## src/rtl/uart_pkg.sv

```systemverilog
// Shared UART constants: parity modes, receiver state encoding, oversampling
// ticks and stream sideband bit positions.
package uart_pkg;

   localparam int unsigned PAR_NONE = 0;
   localparam int unsigned PAR_ODD  = 1;
   localparam int unsigned PAR_EVEN = 2;

   localparam int unsigned OVS   = 16;
   localparam int unsigned CNT_W = $clog2(OVS);

   localparam logic [CNT_W-1:0] TICK_S0   = CNT_W'(6);
   localparam logic [CNT_W-1:0] TICK_S1   = CNT_W'(7);
   localparam logic [CNT_W-1:0] TICK_S2   = CNT_W'(8);
   localparam logic [CNT_W-1:0] TICK_LAST = CNT_W'(OVS - 1);

   localparam int unsigned TUSER_W  = 2;
   localparam int unsigned TUSER_FE = 0;
   localparam int unsigned TUSER_PE = 1;

   typedef enum logic [2:0] {
      RX_IDLE,
      RX_START,
      RX_DATA,
      RX_PARITY,
      RX_STOP,
      RX_WAIT_IDLE
   } rx_state_e;

endpackage

```

## src/rtl/uart_rx_axis_param_if.sv

```systemverilog
// AXI4-Stream beat carrying one received character plus its error flags.
interface uart_rx_axis_param_if #(
   parameter int unsigned DATA_BITS = 8
) ();
   import uart_pkg::*;

   logic                 tvalid;
   logic                 tready;
   logic [DATA_BITS-1:0] tdata;
   logic [TUSER_W-1:0]   tuser;

   modport master (output tvalid, output tdata, output tuser, input tready);
   modport slave  (input tvalid, input tdata, input tuser, output tready);
endinterface

```

## src/rtl/uart_axis_fifo.sv

```systemverilog
// Synchronous first-word-fall-through FIFO with registered head, level and
// drop pulse; the head register is zero whenever the FIFO is empty.
module uart_axis_fifo #(
   parameter int unsigned WIDTH = 10,
   parameter int unsigned DEPTH = 4
) (
   input  logic                   i_clk,
   input  logic                   i_rst_n,
   input  logic                   i_push,
   input  logic [WIDTH-1:0]       i_wdata,
   input  logic                   i_pop,
   output logic                   o_valid,
   output logic [WIDTH-1:0]       o_rdata,
   output logic [$clog2(DEPTH):0] o_level,
   output logic                   o_overrun
);

   localparam int unsigned IDX_W = $clog2(DEPTH);
   localparam int unsigned PTR_W = IDX_W + 1;

   if (DEPTH < 2 || (DEPTH & (DEPTH - 1)) != 0) begin : g_bad_depth
      $error("uart_axis_fifo: DEPTH must be a power of two >= 2");
   end

   logic [WIDTH-1:0] r_mem [DEPTH];
   logic [PTR_W-1:0] r_rd, r_wr, r_level;
   logic             r_valid, r_overrun;
   logic [WIDTH-1:0] r_head;

   logic             w_full, w_pop_ok, w_push_ok;
   logic [PTR_W-1:0] w_rd_n, w_wr_n, w_level_n;
   logic [WIDTH-1:0] w_head_n;

   // A push while full survives only if the head leaves in the same cycle.
   always_comb begin
      w_full    = (r_level == PTR_W'(DEPTH));
      w_pop_ok  = i_pop && (r_level != '0);
      w_push_ok = i_push && (!w_full || w_pop_ok);
      w_rd_n    = r_rd + PTR_W'(w_pop_ok);
      w_wr_n    = r_wr + PTR_W'(w_push_ok);
      w_level_n = r_level + PTR_W'(w_push_ok) - PTR_W'(w_pop_ok);
      w_head_n  = '0;
      if (w_level_n == '0) begin
         w_head_n = '0;
      end else if (w_push_ok && (r_level == PTR_W'(w_pop_ok))) begin
         w_head_n = i_wdata;
      end else begin
         w_head_n = r_mem[w_rd_n[IDX_W-1:0]];
      end
   end

   always_ff @(posedge i_clk) begin
      if (!i_rst_n) begin
         r_rd      <= '0;
         r_wr      <= '0;
         r_level   <= '0;
         r_valid   <= 1'b0;
         r_head    <= '0;
         r_overrun <= 1'b0;
      end else begin
         r_rd      <= w_rd_n;
         r_wr      <= w_wr_n;
         r_level   <= w_level_n;
         r_valid   <= (w_level_n != '0);
         r_head    <= w_head_n;
         r_overrun <= i_push && !w_push_ok;
      end
   end

   // Storage is deliberately left out of reset.
   always_ff @(posedge i_clk) begin
      if (w_push_ok) begin
         r_mem[r_wr[IDX_W-1:0]] <= i_wdata;
      end
   end

   assign o_valid   = r_valid;
   assign o_rdata   = r_head;
   assign o_level   = r_level;
   assign o_overrun = r_overrun;

endmodule

```

## src/rtl/uart_rx_axis_param.sv

```systemverilog
// Parametrised UART receiver: synchroniser, 16x oversampling FSM with
// majority voting, parity/framing checks and an elastic FWFT stream FIFO.
module uart_rx_axis_param
   import uart_pkg::*;
#(
   parameter int unsigned DATA_BITS  = 8,
   parameter int unsigned PARITY     = 0,
   parameter int unsigned STOP_BITS  = 1,
   parameter int unsigned FIFO_DEPTH = 4
) (
   input  logic                        aclk,
   input  logic                        aresetn,
   input  logic                        UART_RX,
   input  logic                        clk_en_16_x_baud,
   uart_rx_axis_param_if.master        m_axis,
   output logic                        overrun,
   output logic [$clog2(FIFO_DEPTH):0] fifo_level
);

   localparam int unsigned BIT_W = 4;
   localparam int unsigned TW    = DATA_BITS + TUSER_W;

   if (DATA_BITS < 5 || DATA_BITS > 9) begin : g_bad_bits
      $error("uart_rx_axis_param: DATA_BITS must be 5..9");
   end
   if (PARITY != PAR_NONE && PARITY != PAR_ODD && PARITY != PAR_EVEN) begin : g_bad_par
      $error("uart_rx_axis_param: PARITY must be 0, 1 or 2");
   end
   if (STOP_BITS < 1 || STOP_BITS > 2) begin : g_bad_stop
      $error("uart_rx_axis_param: STOP_BITS must be 1 or 2");
   end

   logic                 r_rx_meta, r_rx_s;
   rx_state_e            r_state, w_state_n;
   logic [CNT_W-1:0]     r_cnt, w_cnt_n;
   logic                 r_s0, r_s1, w_s0_n, w_s1_n;
   logic [DATA_BITS-1:0] r_shift, w_shift_n;
   logic [BIT_W-1:0]     r_bit_idx, w_bit_idx_n;
   logic                 r_stop_idx, w_stop_idx_n;
   logic                 r_pe, w_pe_n, r_fe, w_fe_n;

   logic                 w_maj, w_fe_now, w_push;
   logic [TUSER_W-1:0]   w_push_user;
   logic                 w_fifo_valid;
   logic [TW-1:0]        w_fifo_rdata;

   assign w_maj = (r_s0 & r_s1) | (r_s0 & r_rx_s) | (r_s1 & r_rx_s);

   always_comb begin
      w_state_n    = r_state;
      w_cnt_n      = r_cnt;
      w_s0_n       = r_s0;
      w_s1_n       = r_s1;
      w_shift_n    = r_shift;
      w_bit_idx_n  = r_bit_idx;
      w_stop_idx_n = r_stop_idx;
      w_pe_n       = r_pe;
      w_fe_n       = r_fe;
      w_fe_now     = r_fe | ~w_maj;
      w_push       = 1'b0;
      w_push_user  = '0;
      if (clk_en_16_x_baud) begin
         w_cnt_n = r_cnt + CNT_W'(1);
         if (r_cnt == TICK_S0) w_s0_n = r_rx_s;
         if (r_cnt == TICK_S1) w_s1_n = r_rx_s;
         case (r_state)
            RX_IDLE: begin
               w_cnt_n = '0;
               if (!r_rx_s) w_state_n = RX_START;
            end
            RX_START: begin
               if (r_cnt == TICK_S2 && w_maj) begin
                  w_state_n = RX_IDLE;
               end else if (r_cnt == TICK_LAST) begin
                  w_state_n   = RX_DATA;
                  w_bit_idx_n = '0;
                  w_pe_n      = 1'b0;
                  w_fe_n      = 1'b0;
               end
            end
            RX_DATA: begin
               // LSB arrives first, so shift in from the top.
               if (r_cnt == TICK_S2) w_shift_n = {w_maj, r_shift[DATA_BITS-1:1]};
               if (r_cnt == TICK_LAST) begin
                  w_bit_idx_n  = r_bit_idx + BIT_W'(1);
                  w_stop_idx_n = 1'b0;
                  if (r_bit_idx == BIT_W'(DATA_BITS - 1)) begin
                     w_state_n = (PARITY != PAR_NONE) ? RX_PARITY : RX_STOP;
                  end
               end
            end
            RX_PARITY: begin
               if (r_cnt == TICK_S2) begin
                  w_pe_n = (PARITY == PAR_EVEN) ? (^r_shift ^ w_maj) : ~(^r_shift ^ w_maj);
               end
               if (r_cnt == TICK_LAST) w_state_n = RX_STOP;
            end
            RX_STOP: begin
               if (r_cnt == TICK_S2) begin
                  w_fe_n = w_fe_now;
                  if (r_stop_idx == 1'(STOP_BITS - 1)) begin
                     w_push                = 1'b1;
                     w_push_user[TUSER_PE] = r_pe;
                     w_push_user[TUSER_FE] = w_fe_now;
                     w_state_n             = w_fe_now ? RX_WAIT_IDLE : RX_IDLE;
                  end
               end
               if (r_cnt == TICK_LAST) w_stop_idx_n = 1'b1;
            end
            RX_WAIT_IDLE: begin
               if (r_rx_s) w_state_n = RX_IDLE;
            end
            default: w_state_n = RX_IDLE;
         endcase
      end
   end

   always_ff @(posedge aclk) begin
      if (!aresetn) begin
         r_rx_meta  <= 1'b1;
         r_rx_s     <= 1'b1;
         r_state    <= RX_IDLE;
         r_cnt      <= '0;
         r_s0       <= 1'b1;
         r_s1       <= 1'b1;
         r_shift    <= '0;
         r_bit_idx  <= '0;
         r_stop_idx <= 1'b0;
         r_pe       <= 1'b0;
         r_fe       <= 1'b0;
      end else begin
         r_rx_meta  <= UART_RX;
         r_rx_s     <= r_rx_meta;
         r_state    <= w_state_n;
         r_cnt      <= w_cnt_n;
         r_s0       <= w_s0_n;
         r_s1       <= w_s1_n;
         r_shift    <= w_shift_n;
         r_bit_idx  <= w_bit_idx_n;
         r_stop_idx <= w_stop_idx_n;
         r_pe       <= w_pe_n;
         r_fe       <= w_fe_n;
      end
   end

   uart_axis_fifo #(
      .WIDTH (TW),
      .DEPTH (FIFO_DEPTH)
   ) u_fifo (
      .i_clk     (aclk),
      .i_rst_n   (aresetn),
      .i_push    (w_push),
      .i_wdata   ({w_push_user, r_shift}),
      .i_pop     (w_fifo_valid & m_axis.tready),
      .o_valid   (w_fifo_valid),
      .o_rdata   (w_fifo_rdata),
      .o_level   (fifo_level),
      .o_overrun (overrun)
   );

   assign m_axis.tvalid = w_fifo_valid;
   assign m_axis.tdata  = w_fifo_rdata[DATA_BITS-1:0];
   assign m_axis.tuser  = w_fifo_rdata[TW-1 -: TUSER_W];

endmodule

```

## src/flat_wrapper.sv

```systemverilog
// flat-port wrapper written by rule: the top's interface ports become plain ports
module uart_rx_axis_param_flat import uart_pkg::*;
#(
   parameter int unsigned DATA_BITS  = 8,
   parameter int unsigned PARITY     = 0,
   parameter int unsigned STOP_BITS  = 1,
   parameter int unsigned FIFO_DEPTH = 4
)
  (aclk, aresetn, UART_RX, clk_en_16_x_baud, overrun, fifo_level, m_axis_tvalid, m_axis_tdata, m_axis_tuser, m_axis_tready);
  uart_rx_axis_param_if #(.DATA_BITS(DATA_BITS)) m_axis_i ();
  input  logic aclk;
  input  logic aresetn;
  input  logic UART_RX;
  input  logic clk_en_16_x_baud;
  output logic overrun;
  output logic [$clog2(FIFO_DEPTH):0] fifo_level;
  output wire logic [$bits(m_axis_i.tvalid)-1:0] m_axis_tvalid;
  output wire logic [$bits(m_axis_i.tdata)-1:0] m_axis_tdata;
  output wire logic [$bits(m_axis_i.tuser)-1:0] m_axis_tuser;
  input wire logic [$bits(m_axis_i.tready)-1:0] m_axis_tready;
  assign m_axis_tvalid = m_axis_i.tvalid;
  assign m_axis_tdata = m_axis_i.tdata;
  assign m_axis_tuser = m_axis_i.tuser;
  assign m_axis_i.tready = m_axis_tready;
  uart_rx_axis_param #(.DATA_BITS(DATA_BITS), .PARITY(PARITY), .STOP_BITS(STOP_BITS), .FIFO_DEPTH(FIFO_DEPTH)) u_core (.aclk(aclk), .aresetn(aresetn), .UART_RX(UART_RX), .clk_en_16_x_baud(clk_en_16_x_baud), .m_axis(m_axis_i), .overrun(overrun), .fifo_level(fifo_level));
endmodule
```

## config.mk

```make
export PLATFORM = sky130hd
export DESIGN_NAME = uart_rx_axis_param_flat
export DESIGN_NICKNAME = d
export VERILOG_FILES = /design/src/rtl/uart_pkg.sv /design/src/rtl/uart_rx_axis_param_if.sv /design/src/rtl/uart_axis_fifo.sv /design/src/rtl/uart_rx_axis_param.sv /design/src/flat_wrapper.sv
export SDC_FILE = /design/constraint.sdc
export NUM_CORES = 1
export LEC_CHECK = 0
export CAP_MARGIN = 20
export CORE_MARGIN = 2
export CORE_UTILIZATION = 60
export CTS_BUF_LIST = sky130_fd_sc_hd__clkbuf_4 sky130_fd_sc_hd__clkbuf_8
export CTS_CLUSTER_SIZE = 25
export DETAILED_ROUTE_END_ITERATION = 16
export PLACE_DENSITY_LB_ADDON = 0.3
export SYNTH_ARGS = -nofsm -noshare
export SYNTH_HDL_FRONTEND = slang
export SYNTH_HIERARCHICAL = 1
export SYNTH_SLANG_ARGS = --single-unit
```

## constraint.sdc

```tcl
create_clock -name aclk -period 5.11 [get_ports aclk]
set_input_delay 1.2775 -clock aclk [delete_from_list [all_inputs] [get_ports aclk]]
set_output_delay 1.2775 -clock aclk [all_outputs]
set_load 0.005 [all_outputs]
```

==> qor.csv <==
metric,value,unit
status,completed,
first-pass GRT wire length,10100,µm
Clock Pin Slew Worst Setup and Hold Paths,0.08,ns
post-synth top area share,0.331,
"EDFF count, synth",40,
initial DRC count,150,
Root Driver,clkbuf_8,
Detail Route Antenna Nets,0,
"Slew Viols, Final",0,
I/O Pins,20,
"Core Util, Final",0.704,
DR DRC count,0,
# setup viols final,0,
"Design Area, Final",4140,µm²
highest clock rate,252,MHz
Yosys cell types,50,
Finished Layout Cells,394,
antenna cell count,0,
share of cells above drive strength 1,0.122,
initial core utilization,0.617,
Die Y,81.8,µm
Critical Path RT,5.36,ns
Port Buffers,19,
final WL,6450,µm
Fin Hold WS,0.413,ns
Slew @ Worst Pin,1.00,ns
asr flop ratio synth,0,
combinational share of power,0.023,
final worst-path cycle share,0.775,
Worst setup SP type,input port,
CP Class,in2reg,
htree depth,3,
Ys Warns,6,
class of the worst hold path,reg2reg,
Final WS setup,1.15,ns
largest net degree at the start of global routing,38,
core area,5890,µm²
post-CTS sizing,0,
pwr dens,304,nW/µm²
Pint,0.999,mW
Mapped Nets,302,
final hold violation count,0,
critical path peak fanout,11,
Site Rows,28,
DR pass1 iterations,4,
"Setup Fix Bufs, Post-CTS",0,
Max clock buf depth,2,
switching share of power,0.206,
sequential share of power,0.564,
vias after detailed routing,2231,
synthesized cell area,3630,µm²
clk_lat worst skew,0.36,ns
main flop type after synthesis,dfxtp_1,
initial antenna violation count,0,
crit end category,flip-flop,
register area share after synthesis,0.579,
setup TNS,0,ns
CP Data Arrival Time,4.21,ns
post-DP HPWL,4280,µm
die area,6690,µm²
Final Skew,0.00939,ns
Final Power,1.26,mW
CTS Sinks,85,
wire length per cell,16.4,µm
# placed instances,377,
slew margin rel.,0.328,
Synth-to-Final Area Change,14.0,%
crit path time final,3.96,ns
CTS tree,yes,
Area contributors post-synth,"edfxtp_1 33%, dfxtp_1 25%, mux2i_1 6.1%",
Placement Setup Slack,0.774,ns
Horiz. Die Dim,81.8,µm
Total GRT Usage,0.207,
clock share of power,0.413,
dpl cell area,3890,µm²
#FFs+latches synth,85,
GP Congestion,0.875,
CTS Hold Bufs,0,
Max IR drop VDD,261,µV
P_leak,1.60,nW
P_sw,0.260,mW
Layout Nets,328,
total grt overflow,0,
top cell type by total area after synthesis,edfxtp_1,
number of global-route vias before repair,2110,
Post-Syn Area per Cell,12.6,µm²
vias per cell,5.66,
total CTS buffers,9,
Cells after Synth,288,
max cap viols,0,
RSZ-0062 raised after global routing,false,
-- Yosys cell counts (5+ instances only) --
cell type  instances
mux4_2             9
clkbuf_1           5
a21oi_1            9
and2_1            10
edfxtp_1          40
dfxtp_1           45
xnor2_1            8
ha_1               8
nor3_1             7
mux2i_1           22
inv_1              9
nor2_1            19
nand3_1            9
nor2b_1           13
nand2_1           19
-- flip-flops by register name, summed over array words and instances, names as in the netlist, 3 cells and up --
register	count
u_core/u_fifo/r_mem	40
u_core/r_shift	8
u_core/u_fifo/o_rdata	10
u_core/u_fifo/o_level	3
u_core/r_cnt	4
u_core/r_bit_idx	4
u_core/r_state	3
-- worst paths after layout --
check | startpoint | endpoint | slack [ns] | cells past startpoint
worst max-delay path | clk_en_16_x_baud | u_core/u_fifo/o_rdata[7] | 1.15 | 14
worst min-delay path | u_core/r_rx_meta | u_core/r_rx_s | 0.41 | 1
worst max register to register | u_core/r_cnt[0] | u_core/u_fifo/o_rdata[7] | 1.63 | 16
worst min register to register | u_core/r_rx_meta | u_core/r_rx_s | 0.41 | 1
-- power groups by stage --
stage	Clock (mW)	Combinational [mW]	Sequential [mW]
final	0.520	0.0291	0.709
after CTS	0.528	0.0269	0.709
after global placement	0	0.0263	0.725
after detailed placement	0	0.0268	0.725
after floorplan	0	0.0193	0.724
after global routing	0.554	0.0322	0.710
-- cell families (layout without fill, tap and decap cells) --
group	after synthesis	after routing	synth area share
AO/OA/AOI/OAI	27	27	0.0513
XOR/XNOR	13	13	0.0351
multiplexers	32	32	0.124
adder cells (fa/ha/maj)	10	10	0.0358
buffers and inverters	21	52	0.0293
AND/OR/NAND/NOR	100	100	0.146
flip-flops	85	85	0.579
-- cell usage in the layout, fill, tap and decap left out, types with 2 or more instances in the layout --
master | Yosys | final
ha_1 | 8 | 8
a21boi_1 | 3 | 3
and3_1 | 2 | 2
and2_1 | 10 | 10
nor3_1 | 7 | 7
mux2i_1 | 22 | 22
o21ai_1 | 2 | 2
clkdlybuf4s50_1 | 0 | 19
or3_1 | 3 | 3
nor2b_1 | 13 | 13
nor2_1 | 19 | 19
nand2b_1 | 4 | 4
o22ai_1 | 2 | 2
xnor2_1 | 8 | 8
nand4_1 | 2 | 2
nand3_1 | 9 | 9
clkinv_4 | 0 | 2
inv_1 | 9 | 9
mux4_2 | 9 | 9
clkbuf_8 | 0 | 9
bufinv_16 | 0 | 2
dfxtp_1 | 45 | 45
edfxtp_1 | 40 | 40
o21ai_0 | 3 | 3
a21oi_1 | 9 | 9
nand2_1 | 19 | 19
buf_4 | 3 | 6
xor2_1 | 4 | 4
and3b_1 | 2 | 2
or4_1 | 2 | 2
-- per-layer routing --
metal,track usage,share of wire,up-vias
met5,0,0,-
li1,-,-,1089
met4,0.105,0.020,0
met3,0.0396,0.035,12
met1,0.255,0.44,1071
met2,0.349,0.51,59
-- final cells by class --
type | count | area (µm²)
Timing Repair Buffer | 26 | 263
Sequential cell | 85 | 2100
Clock buffer | 9 | 124
Inverter | 10 | 37.5
Fill cell | 422 | 1740
Tap cell | 75 | 93.8
Multi-Input combinational cell | 182 | 1430
Clock inverter | 7 | 98.8
-- critical path, stage by stage --
cell	delay [ns]
clkdlybuf4s50_1	0.49
nand2_1	0.13
nor3_1	0.20
buf_4	0.15
or2b_2	0.32
ha_1	0.28
inv_1	0.04
ha_1	0.18
fa_1	0.38
xnor2_1	0.14
xnor2_1	0.15
o31ai_2	0.17
buf_4	0.21
nor2_1	0.07
No activity file was read; power rests on OpenSTA's default activity.
